<file path="config.mk">
export PLATFORM = sky130hd
export DESIGN_NAME = hex_cmd_decoder
export DESIGN_NICKNAME = d
export VERILOG_FILES = /design/src/rtl/calc_pkg.sv /design/src/rtl/hex_ascii_to_nibble.sv /design/src/rtl/hex_cmd_decoder.sv
export SDC_FILE = /design/constraint.sdc
export NUM_CORES = 1
export LEC_CHECK = 0
export CAP_MARGIN = 15
export CORE_MARGIN = 1.5
export CORE_UTILIZATION = 40
export CTS_CLUSTER_SIZE = 28
export DETAILED_ROUTE_END_ITERATION = 12
export MAX_ROUTING_LAYER = met4
export PLACE_DENSITY = 0.58
export SLEW_MARGIN = 20
export SYNTH_ARGS = -nofsm -noshare
export SYNTH_HDL_FRONTEND = slang
export SYNTH_HIERARCHICAL = 1
export SYNTH_SLANG_ARGS = --single-unit
</file>
<file path="constraint.sdc">
create_clock -name clk -period 5.8 [get_ports clk]
set_input_delay 1.16 -clock clk [delete_from_list [all_inputs] [get_ports clk]]
set_output_delay 1.16 -clock clk [all_outputs]
set_load 0.01 [all_outputs]
</file>
<file path="src/rtl/calc_pkg.sv">
// Shared definitions for the UART hex calculator: opcodes, ASCII codes and parser states.
package calc_pkg;

  localparam logic [2:0] OP_ADD = 3'd0;
  localparam logic [2:0] OP_SUB = 3'd1;
  localparam logic [2:0] OP_MUL = 3'd2;
  localparam logic [2:0] OP_AND = 3'd3;
  localparam logic [2:0] OP_OR  = 3'd4;
  localparam logic [2:0] OP_XOR = 3'd5;

  localparam logic [7:0] CHR_EQ    = 8'h3D;
  localparam logic [7:0] CHR_CR    = 8'h0D;
  localparam logic [7:0] CHR_SP    = 8'h20;
  localparam logic [7:0] CHR_PLUS  = 8'h2B;
  localparam logic [7:0] CHR_MINUS = 8'h2D;
  localparam logic [7:0] CHR_STAR  = 8'h2A;
  localparam logic [7:0] CHR_AMP   = 8'h26;
  localparam logic [7:0] CHR_PIPE  = 8'h7C;
  localparam logic [7:0] CHR_CARET = 8'h5E;

  typedef enum logic [1:0] {
    S_OPA   = 2'd0,
    S_OPB   = 2'd1,
    S_ISSUE = 2'd2,
    S_ERR   = 2'd3
  } state_t;

endpackage

</file>
<file path="src/rtl/hex_ascii_to_nibble.sv">
// Combinational classifier for one ASCII byte: hex digit value and operator code.
module hex_ascii_to_nibble
  import calc_pkg::*;
(
  input  logic [7:0] ch,
  output logic       is_hex,
  output logic [3:0] nibble,
  output logic       is_op,
  output logic [2:0] op_code
);

  always_comb begin
    is_hex = 1'b0;
    nibble = 4'd0;
    if (ch >= 8'h30 && ch <= 8'h39) begin
      is_hex = 1'b1;
      nibble = ch[3:0];
    end else if ((ch >= 8'h41 && ch <= 8'h46) || (ch >= 8'h61 && ch <= 8'h66)) begin
      // 'A'/'a' have low nibble 1, so +9 yields 10..15 for either case
      is_hex = 1'b1;
      nibble = ch[3:0] + 4'd9;
    end
  end

  always_comb begin
    is_op   = 1'b1;
    op_code = OP_ADD;
    case (ch)
      CHR_PLUS:  op_code = OP_ADD;
      CHR_MINUS: op_code = OP_SUB;
      CHR_STAR:  op_code = OP_MUL;
      CHR_AMP:   op_code = OP_AND;
      CHR_PIPE:  op_code = OP_OR;
      CHR_CARET: op_code = OP_XOR;
      default:   is_op   = 1'b0;
    endcase
  end

endmodule

</file>
<file path="src/rtl/hex_cmd_decoder.sv">
// Parses "<hexA><op><hexB><term>" from the UART byte stream into ALU operands and a start pulse.
module hex_cmd_decoder
  import calc_pkg::*;
#(
  parameter int         MAX_DIGITS = 8,
  parameter logic [7:0] TERM_CHAR  = 8'h3D
)(
  input  logic        clk,
  input  logic        rst,
  input  logic [7:0]  uart_in,
  input  logic        uin_valid,
  output logic [31:0] op_a,
  output logic [31:0] op_b,
  output logic [2:0]  opcode,
  output logic        alu_start,
  output logic        parse_err
);

  localparam logic [3:0] MAX_CNT = 4'(MAX_DIGITS);

  state_t      state, next_state;
  logic [31:0] acc_a, acc_b;
  logic [2:0]  opc_q;
  logic [3:0]  cnt;

  logic       is_hex, is_op;
  logic [3:0] nibble;
  logic [2:0] op_code;
  logic       byte_v, is_term, digit_ok, err_evt, clr_acc;
  logic       start_d, err_d;

  hex_ascii_to_nibble u_cls (
    .ch      (uart_in),
    .is_hex  (is_hex),
    .nibble  (nibble),
    .is_op   (is_op),
    .op_code (op_code)
  );

  assign byte_v   = uin_valid && (uart_in != CHR_SP);
  assign is_term  = (uart_in == TERM_CHAR) || (uart_in == CHR_CR);
  assign digit_ok = is_hex && (cnt < MAX_CNT);

  always_ff @(posedge clk or posedge rst) begin
    if (rst) state <= S_OPA;
    else     state <= next_state;
  end

  // A bad terminator both reports the error and ends the command, so it returns straight to S_OPA
  always_comb begin
    next_state = state;
    err_evt    = 1'b0;
    case (state)
      S_OPA: if (byte_v && !digit_ok) begin
        if (is_op && cnt != 4'd0) next_state = S_OPB;
        else begin
          err_evt    = 1'b1;
          next_state = is_term ? S_OPA : S_ERR;
        end
      end
      S_OPB: if (byte_v && !digit_ok) begin
        if (is_term && cnt != 4'd0) next_state = S_ISSUE;
        else begin
          err_evt    = 1'b1;
          next_state = is_term ? S_OPA : S_ERR;
        end
      end
      S_ISSUE: begin
        err_evt    = byte_v;
        next_state = S_OPA;
      end
      S_ERR: if (byte_v && is_term) next_state = S_OPA;
      default: next_state = S_OPA;
    endcase
  end

  always_comb begin
    start_d = (state == S_ISSUE);
    err_d   = err_evt;
  end

  assign clr_acc = (state == S_ISSUE) || (byte_v && is_term && next_state == S_OPA);

  always_ff @(posedge clk or posedge rst) begin
    if (rst) begin
      acc_a <= '0;
      acc_b <= '0;
      opc_q <= OP_ADD;
      cnt   <= '0;
    end else if (clr_acc) begin
      acc_a <= '0;
      acc_b <= '0;
      cnt   <= '0;
    end else if (byte_v && digit_ok && state == S_OPA) begin
      acc_a <= {acc_a[27:0], nibble};
      cnt   <= cnt + 4'd1;
    end else if (byte_v && digit_ok && state == S_OPB) begin
      acc_b <= {acc_b[27:0], nibble};
      cnt   <= cnt + 4'd1;
    end else if (state == S_OPA && next_state == S_OPB) begin
      opc_q <= op_code;
      cnt   <= '0;
    end
  end

  // Output register stage: operands move only together with the start pulse
  always_ff @(posedge clk or posedge rst) begin
    if (rst) begin
      op_a      <= '0;
      op_b      <= '0;
      opcode    <= '0;
      alu_start <= 1'b0;
      parse_err <= 1'b0;
    end else begin
      alu_start <= start_d;
      parse_err <= err_d;
      if (start_d) begin
        op_a   <= acc_a;
        op_b   <= acc_b;
        opcode <= opc_q;
      end
    end
  end

endmodule

</file>
==> implementation parameters, run 1 <==
Parameter                              Value

Floorplanning
  Row Count ... 44
  Die outline area ... ~0.016 mm2
  Effective utilization at floorplan ... between 40 and 50%
  # IOs ... 80
  DIE HEIGHT ... around 130 um
  Core area ... around 0.015 mm2
  Overall die width ... around 130 um

Layout
  Final design utilization ... ~52%
  Post-route cell area ... around 0.0076 mm2
  Area overhead of the layout relative to synthesis ... 25.5%
  Share of final-layout standard cells stronger than drive strength 1 ... 19.2%
  Final net count ... 625
  Ant. Diodes ... 0
  Final standard cell count with taps included and fillers excluded ... 804

Critical path
  Required time reported for the critical path endpoint ... about 6.1 ns
  Largest stage delay on the critical path ... 0.65 ns
  Start of the worst register-to-register path ... cnt[0]
  Critical setup path kind ... primary input to flop
  Cells traversed along the worst timing path ... clkdlybuf4s50_1 > inv_1 > ha_1 > o21bai_1 > a21oi_1 > or2_2 > nor3b_1 > o41ai_1 > o31ai_2 > o41ai_4 > buf_4 > nor3_1
  Critical path capture point type ... flop
  Register-to-register setup slack ... 3.05 ns
  Maximum net fanout on the critical path ... around 70
  Crit path max-delay cell type ... sky130_fd_sc_hd__clkdlybuf4s50_1
  Category of the worst setup path launch point ... primary input
  Arrival time of the worst setup path ... around 4.6 ns
  Register-to-Register Path Depth ... 8
  FF-to-FF End ... cnt[0]

Route
  Detailed Route WL ... roughly 12000 um
  Detailed Route Iter0 Violations ... approximately 260
  Detail Route Antenna Nets ... 0
  Vias after detailed routing ... just over 4000
  Vias per cell ... 5.12
  Detailed-router iteration count before antenna repair ... 10
  DRC violations left ... 2
  Mean routed wirelength per cell ... between 15 and 20 um

Synth
  Post-synthesis cell count ... 534
  Post-synthesis average cell area ... roughly 11 um2
  Yosys top cell area share ... just under 60%
  Synth Net Count ... approximately 550
  Most common flop cell mapped by yosys ... sky130_fd_sc_hd__dfrtp_1
  Cell type with the largest total area after synthesis ... sky130_fd_sc_hd__dfrtp_1
  Number of synthesized register bits ... around 140
  Library cells used by synthesis ... 52
  Proportion of register bits with asynchronous set or reset after synthesis ... 100%
  Sequential element share of the synthesized area ... approximately three fifths
  Most repeated cell in the gate-level netlist after synthesis ... sky130_fd_sc_hd__dfrtp_1
  Yosys warning total ... 6
  Number of enable-type register cells in the synthesized netlist ... 0
  Synth top cells by count ... 142 x sky130_fd_sc_hd__dfrtp_1, 134 x sky130_fd_sc_hd__nand2_1, 71 x sky130_fd_sc_hd__mux2_2
  Cell types with the largest area share after synthesis ... sky130_fd_sc_hd__dfrtp_1 59%, sky130_fd_sc_hd__mux2_2 13%, sky130_fd_sc_hd__nand2_1 8.3%
  Summed instance area of the synthesized netlist ... 0.00603 mm2

Run status
  Violations in the final reports ... DRC
  Status ... complete, but fails checks

Power
  Fraction of power spent switching nets ... between 20 and 30%
  Internal power ... around 1.8 mW
  Post-route total power ... 2.45 mW
  Share of total power in combinational logic ... between 10% and 20%
  Maximum VDD drop ... ~0.00020 V
  Reg power frac ... between 40% and 50%
  Leak pwr ... 3.43 nW
  Net switching power figure ... 0.614 mW
  Clock group share of total power ... between 40% and 50%
  Power per cell area ... around 320 mW/mm2

Global routing
  Total global routing overflow ... 0
  Pin count of the biggest net entering global routing ... 99
  Wire length of the first global-routing pass ... between 20000 and 25000 um
  Antenna violations before repair ... 0
  Combined global-route utilization of all metal layers ... 16.7%
  Vias in the first global route ... 4184

Timing
  Post-route fraction of the period consumed by the critical path ... approximately 75%
  Total negative slack for setup checks ... 0 ns
  Final setup vio count ... 0
  Headroom to the max-slew limit ... around 42%
  Fin. max-slew vios ... 0
  Skew final ... around 0.0066 ns
  Highest achievable clock rate ... approximately 0.23 GHz
  Hold_ws ... around 0.5 ns
  Setup ws final ... approximately 1.4 ns
  Setup repair after global routing missed its margin ... false
  Number of hold-slack violations in the final timing report ... 0
  Tmin final ... ~4.4 ns
  Least-Margin Pin Slew ... roughly 0.87 ns

Clock tree
  Number of resized instances in the post-cts repair step ... 0
  Cts-stage hold buffer count ... 0
  Number of sinks handled by clock tree synthesis ... 142
  Max Root-Sink Buffers ... 2
  Library cell used as clock root buffer ... sky130_fd_sc_hd__clkbuf_16
  Maximum level of the CTS H-tree ... 4
  Clock slew at reported path FFs ... around 0.06 ns
  Clock buffers created by TritonCTS ... 17
  # Post-CTS Setup Buffers ... 0
  Worst-skew pair later-pin latency ... between 0.4 and 0.5 ns
  TritonCTS clock tree ... done

Placement
  Final HPWL DP ... about 7800 um
  Final RePlAce weighted congestion ... 0.868
  DP Cell Count ... just under 800
  Post-DP Area ... a little under 0.007 mm2
  Post-placement setup slack ... between 1 and 1.5 ns
  # port buffers ... 79

Min path
  Worst min path class ... flop to flop
  Worst hold path stage count ... 1
  Endpoint with the worst hold slack ... op_a[11]
  Hold wc startpoint ... op_a[11]

Run
  MaxCap Viol Count ... 0
## final cells by class
class,count,area [um2]
clock buffer,22,474
tap,184,230
fill,1286,7080
sequential,142,3550
multi-input combinational,353,2300
inverter,7,31.3
clock inverter,10,136
timing repair buffer,86,843
## placed cells by master (no fill, tap or decap), types with 3 or more instances in the layout
cell                              count
sky130_fd_sc_hd__buf_4                7
sky130_fd_sc_hd__nor3b_1              3
sky130_fd_sc_hd__ha_1                 7
sky130_fd_sc_hd__nand2b_1             7
sky130_fd_sc_hd__nand2_1            134
sky130_fd_sc_hd__clkdlybuf4s50_1     79
sky130_fd_sc_hd__nor3_1               4
sky130_fd_sc_hd__nand3_1              3
sky130_fd_sc_hd__clkinv_2             3
sky130_fd_sc_hd__clkbuf_16           17
sky130_fd_sc_hd__a21oi_1             67
sky130_fd_sc_hd__clkinvlp_4           3
sky130_fd_sc_hd__xor2_1               3
sky130_fd_sc_hd__nor2b_1              4
sky130_fd_sc_hd__bufinv_16            3
sky130_fd_sc_hd__mux2_2              71
sky130_fd_sc_hd__nor2_1               5
sky130_fd_sc_hd__inv_1                5
sky130_fd_sc_hd__or3_1                4
sky130_fd_sc_hd__o21ai_0              3
sky130_fd_sc_hd__dfrtp_1            142
sky130_fd_sc_hd__clkbuf_8             3
## how the worst max path moves through the flow
stage / from / endpoint / slack [ns] / depth (start not counted)
final: uart_in[1] / cnt[0] / 1.44 / 12
after detailed placement: uart_in[1] / cnt[2] / 1.04 / 12
after CTS: uart_in[1] / cnt[0] / 1.47 / 12
after global placement: uart_in[1] / cnt[2] / 1.18 / 12
after floorplan: rst / acc_a[0] / 0.83 / 1
after global routing: uart_in[1] / cnt[0] / 1.18 / 12
## critical path, delay by kind of cell
| kind | cells | cell delay [ns] |
|---|---|---|
| buf+inv | 3 | 1.40 |
| compound gates | 5 | 1.15 |
| simple gates | 3 | 0.64 |
| fa+ha+maj | 1 | 0.26 |
## state kept, by name, summed over array words and instances (netlist names)
register and flops:
op_b 32, opc_q 3, acc_a 32, acc_b 32
alu_start 1, parse_err 1, op_a 32, opcode 3
cnt 4, state 2
## logic make-up after synthesis
group / after synthesis / share of synthesized area [%]
AOI/OAI and AO/OA: 91 / 9.22
xor gates and xnor gates: 4 / 0.581
adders and majority gates: 7 / 1.45
buffers and inverters: 39 / 3.01
DFF: 142 / 58.9
muxes: 72 / 13.4
and+or+nand+nor: 179 / 13.3
## power groups by stage
stage	clock network (mW)	registers, mW	logic [mW]
3_3_place_gp	0	1.05	0.301
2_1_floorplan	0	1.04	0.253
5_1_grt	1.17	1.04	0.332
6_report	1.11	1.04	0.300
4_1_cts	1.13	1.04	0.306
3_5_place_dp	0	1.06	0.305
## routing by layer
layer | global-route usage [%] | part of all wire [%]
met4 | 6.15 | 0.87
met3 | 4.25 | 3.7
met5 | - | 0
met1 | 22.6 | 49
met2 | 24.2 | 46
Note: power is estimated with default switching activity, not from simulation.
==> run 2, diff against run 1 <==
clock period = 4.4 ns   (was 5.8 ns; I/O delays follow)
==> run 2 against run 1 <==
Largest power group unchanged; critical path depth stayed put; largest cell class unchanged; combinational power is 36% higher; sequential share of layout area is 0.53 points lower; highest routed layer unchanged; the run now ends clean; count of clock-buffer cells in the layout stayed put; critical path type unchanged.
==> implementation parameters, run 2 (synthesized netlist as in run 1, its figures left out) <==
Parameter                              Value

Run status
  Status ... complete, no violations

Critical path
  Register-to-register setup slack ... 1.85 ns (-1.20 ns)
  Category of the worst setup path launch point ... primary input
  Cells traversed along the worst timing path ... clkdlybuf4s50_1 > inv_1 > ha_1 > nor3b_1 > a311oi_2 > or2_2 > nor3b_1 > o41ai_1 > o31ai_2 > o41ai_4 > buf_12 > a21oi_1
  Crit-path leading delay family ... buffers and inverters
  Arrival time of the worst setup path ... 4.05 ns (-0.57 ns)
  Most Frequent Cell on Critical Path ... sky130_fd_sc_hd__nor3b_1
  Maximum net fanout on the critical path ... 68 (unchanged)
  Required time reported for the critical path endpoint ... 4.68 ns (-1.39 ns)
  Crit path launch ... uart_in[0]
  Logic depth of the worst path, buffers included ... 12 (unchanged)
  Largest stage delay on the critical path ... 0.56 ns (-0.09 ns)
  Critical path capture point type ... flop
  Endpoint of the worst setup timing path ... acc_b[10]
  Register-to-Register Path Depth ... 4 (-4)
  Start of the worst register-to-register path ... state[0]
  Crit path max-delay cell type ... sky130_fd_sc_hd__clkdlybuf4s50_1
  Critical setup path kind ... primary input to flop
  Sum of buffers and inverters on the critical path ... 3 (unchanged)
  FF-to-FF End ... op_a[10]

Layout
  Share of final-layout standard cells stronger than drive strength 1 ... 20.3% (+1.1 points)
  Post-route cell area ... 0.00765 mm2 (+1.1%)
  Top library cells by usage in the layout, fill and taps aside ... 142 x sky130_fd_sc_hd__dfrtp_1, 134 x sky130_fd_sc_hd__nand2_1, 79 x sky130_fd_sc_hd__clkdlybuf4s50_1
  Area overhead of the layout relative to synthesis ... 26.9%
  Final design utilization ... 52.2% (+0.59 points)
  Final net count ... 631 (+0.96%)
  Ant. Diodes ... 0 (unchanged)
  Final standard cell count with taps included and fillers excluded ... 810 (+0.75%)
  Commonest non-fill, non-tap cell in the layout ... sky130_fd_sc_hd__dfrtp_1

Placement
  Final RePlAce weighted congestion ... 0.836 (-3.7%)
  Final HPWL DP ... 7970 um (+2.0%)
  Post-DP Area ... 0.00702 mm2 (+0.99%)
  # port buffers ... 79 (unchanged)
  Post-placement setup slack ... 0.248 ns (-0.794 ns)
  DP Cell Count ... 778 (+0.78%)

Route
  Mean routed wirelength per cell ... 15.0 um (-0.47%)
  Vias per cell ... 5.13 (+0.34%)
  Detailed Route WL ... 12200 um (+0.27%)
  Vias after detailed routing ... 4159 (+1.1%)
  Detail Route Antenna Nets ... 0 (unchanged)
  Detailed Route Iter0 Violations ... 266 (+1.9%)
  Detailed-router iteration count before antenna repair ... 6 (-4)
  DRC violations left ... 0 (-2)

Timing
  Setup repair after global routing missed its margin ... false
  Highest achievable clock rate ... 0.265 GHz
  Headroom to the max-slew limit ... 37.0% (-5.0 points)
  Setup ws final ... 0.627 ns (-0.817 ns)
  Skew final ... 0.00906 ns (+0.00242 ns)
  Tmin final ... 3.77 ns
  Least-Margin Pin Slew ... 0.942 ns (+0.0730 ns)
  Number of hold-slack violations in the final timing report ... 0 (unchanged)
  Fin. max-slew vios ... 0 (unchanged)
  Post-route fraction of the period consumed by the critical path ... 85.7%
  Total negative slack for setup checks ... 0 ns (unchanged)
  Final setup vio count ... 0 (unchanged)

Clock tree
  Number of resized instances in the post-cts repair step ... 0 (unchanged)
  Library cell used as clock root buffer ... sky130_fd_sc_hd__clkbuf_16
  Number of sinks handled by clock tree synthesis ... 142 (unchanged)
  Clock slew at reported path FFs ... 0.05 ns (about the same)
  Worst-skew pair later-pin latency ... 0.42 ns (about the same)
  TritonCTS clock tree ... done
  Clock buffers created by TritonCTS ... 17 (unchanged)
  # Post-CTS Setup Buffers ... 0 (unchanged)
  Max Root-Sink Buffers ... 2 (unchanged)
  Maximum level of the CTS H-tree ... 4 (unchanged)
  Cts-stage hold buffer count ... 0 (unchanged)

Global routing
  Wire length of the first global-routing pass ... 20900 um (+1.4%)
  Pin count of the biggest net entering global routing ... 69 (-30%)
  Vias in the first global route ... 4124 (-1.4%)
  Combined global-route utilization of all metal layers ... 17.0% (+0.35 points)
  Total global routing overflow ... 0 (unchanged)
  Antenna violations before repair ... 0 (unchanged)

Power
  Power per cell area ... 426 mW/mm2 (+32%)
  Leak pwr ... 3.48 nW (+1.4%)
  Maximum VDD drop ... 0.000273 V (+37%)

Floorplanning
  Core area ... 0.0146 mm2 (unchanged)
  # IOs ... 80 (unchanged)
  Die outline area ... 0.0158 mm2 (unchanged)
  Effective utilization at floorplan ... 41.2% (unchanged)
  Row Count ... 44 (unchanged)
  DIE HEIGHT ... 126 um (unchanged)
  Overall die width ... 126 um (unchanged)

Min path
  Worst hold path stage count ... 1 (unchanged)
  Worst min path class ... flop to flop

Run
  MaxCap Viol Count ... 0 (unchanged)
## run 2: cell types whose count changed in the layout (fill, tap and decap cells not counted), sizes merged
cell    delta
buf        +6
clkinv     +1
inv        -1
## run 2: area by class of cell
type	count	area, um2
Clock inverter	10	134
Multi-Input combinational cell	353	2300
Clock buffer	22	494
Fill cell	1277	6990
Inverter	7	30.0
Sequential cell	142	3550
Tap cell	184	230
Timing Repair Buffer	92	913
## run 2: worst min-delay path by stage
stage	startpoint	to
2_1_floorplan	opc_q[0]	opc_q[0]
3_3_place_gp	opc_q[1]	opcode[1]
3_5_place_dp	op_a[15]	op_a[15]
4_1_cts	op_a[15]	op_a[15]
5_1_grt	op_a[8]	op_a[8]
6_report	op_a[27]	op_a[27]
## run 2: power by group
part	switching [mW]	internal (mW)
Clock	0.522	0.963
Combinational	0.247	0.161
Sequential	0.0377	1.33
## run 2: per-stage QoR
step / power, mW / hold WS, ns
floorplan: 1.71 / 0.475
global route: 3.40 / 0.517
CTS: 3.30 / 0.506
detailed placement: 1.81 / 0.494
finish: 3.26 / 0.503
global placement: 1.80 / 0.486
## run 2: layer usage
metal	track usage (%)	up-vias	routed length [um]
met4	5.88	0	159
met2	25.6	80	5720
met5	-	-	0
li1	-	1984	-
met3	4.29	11	462
met1	22.5	2084	5830
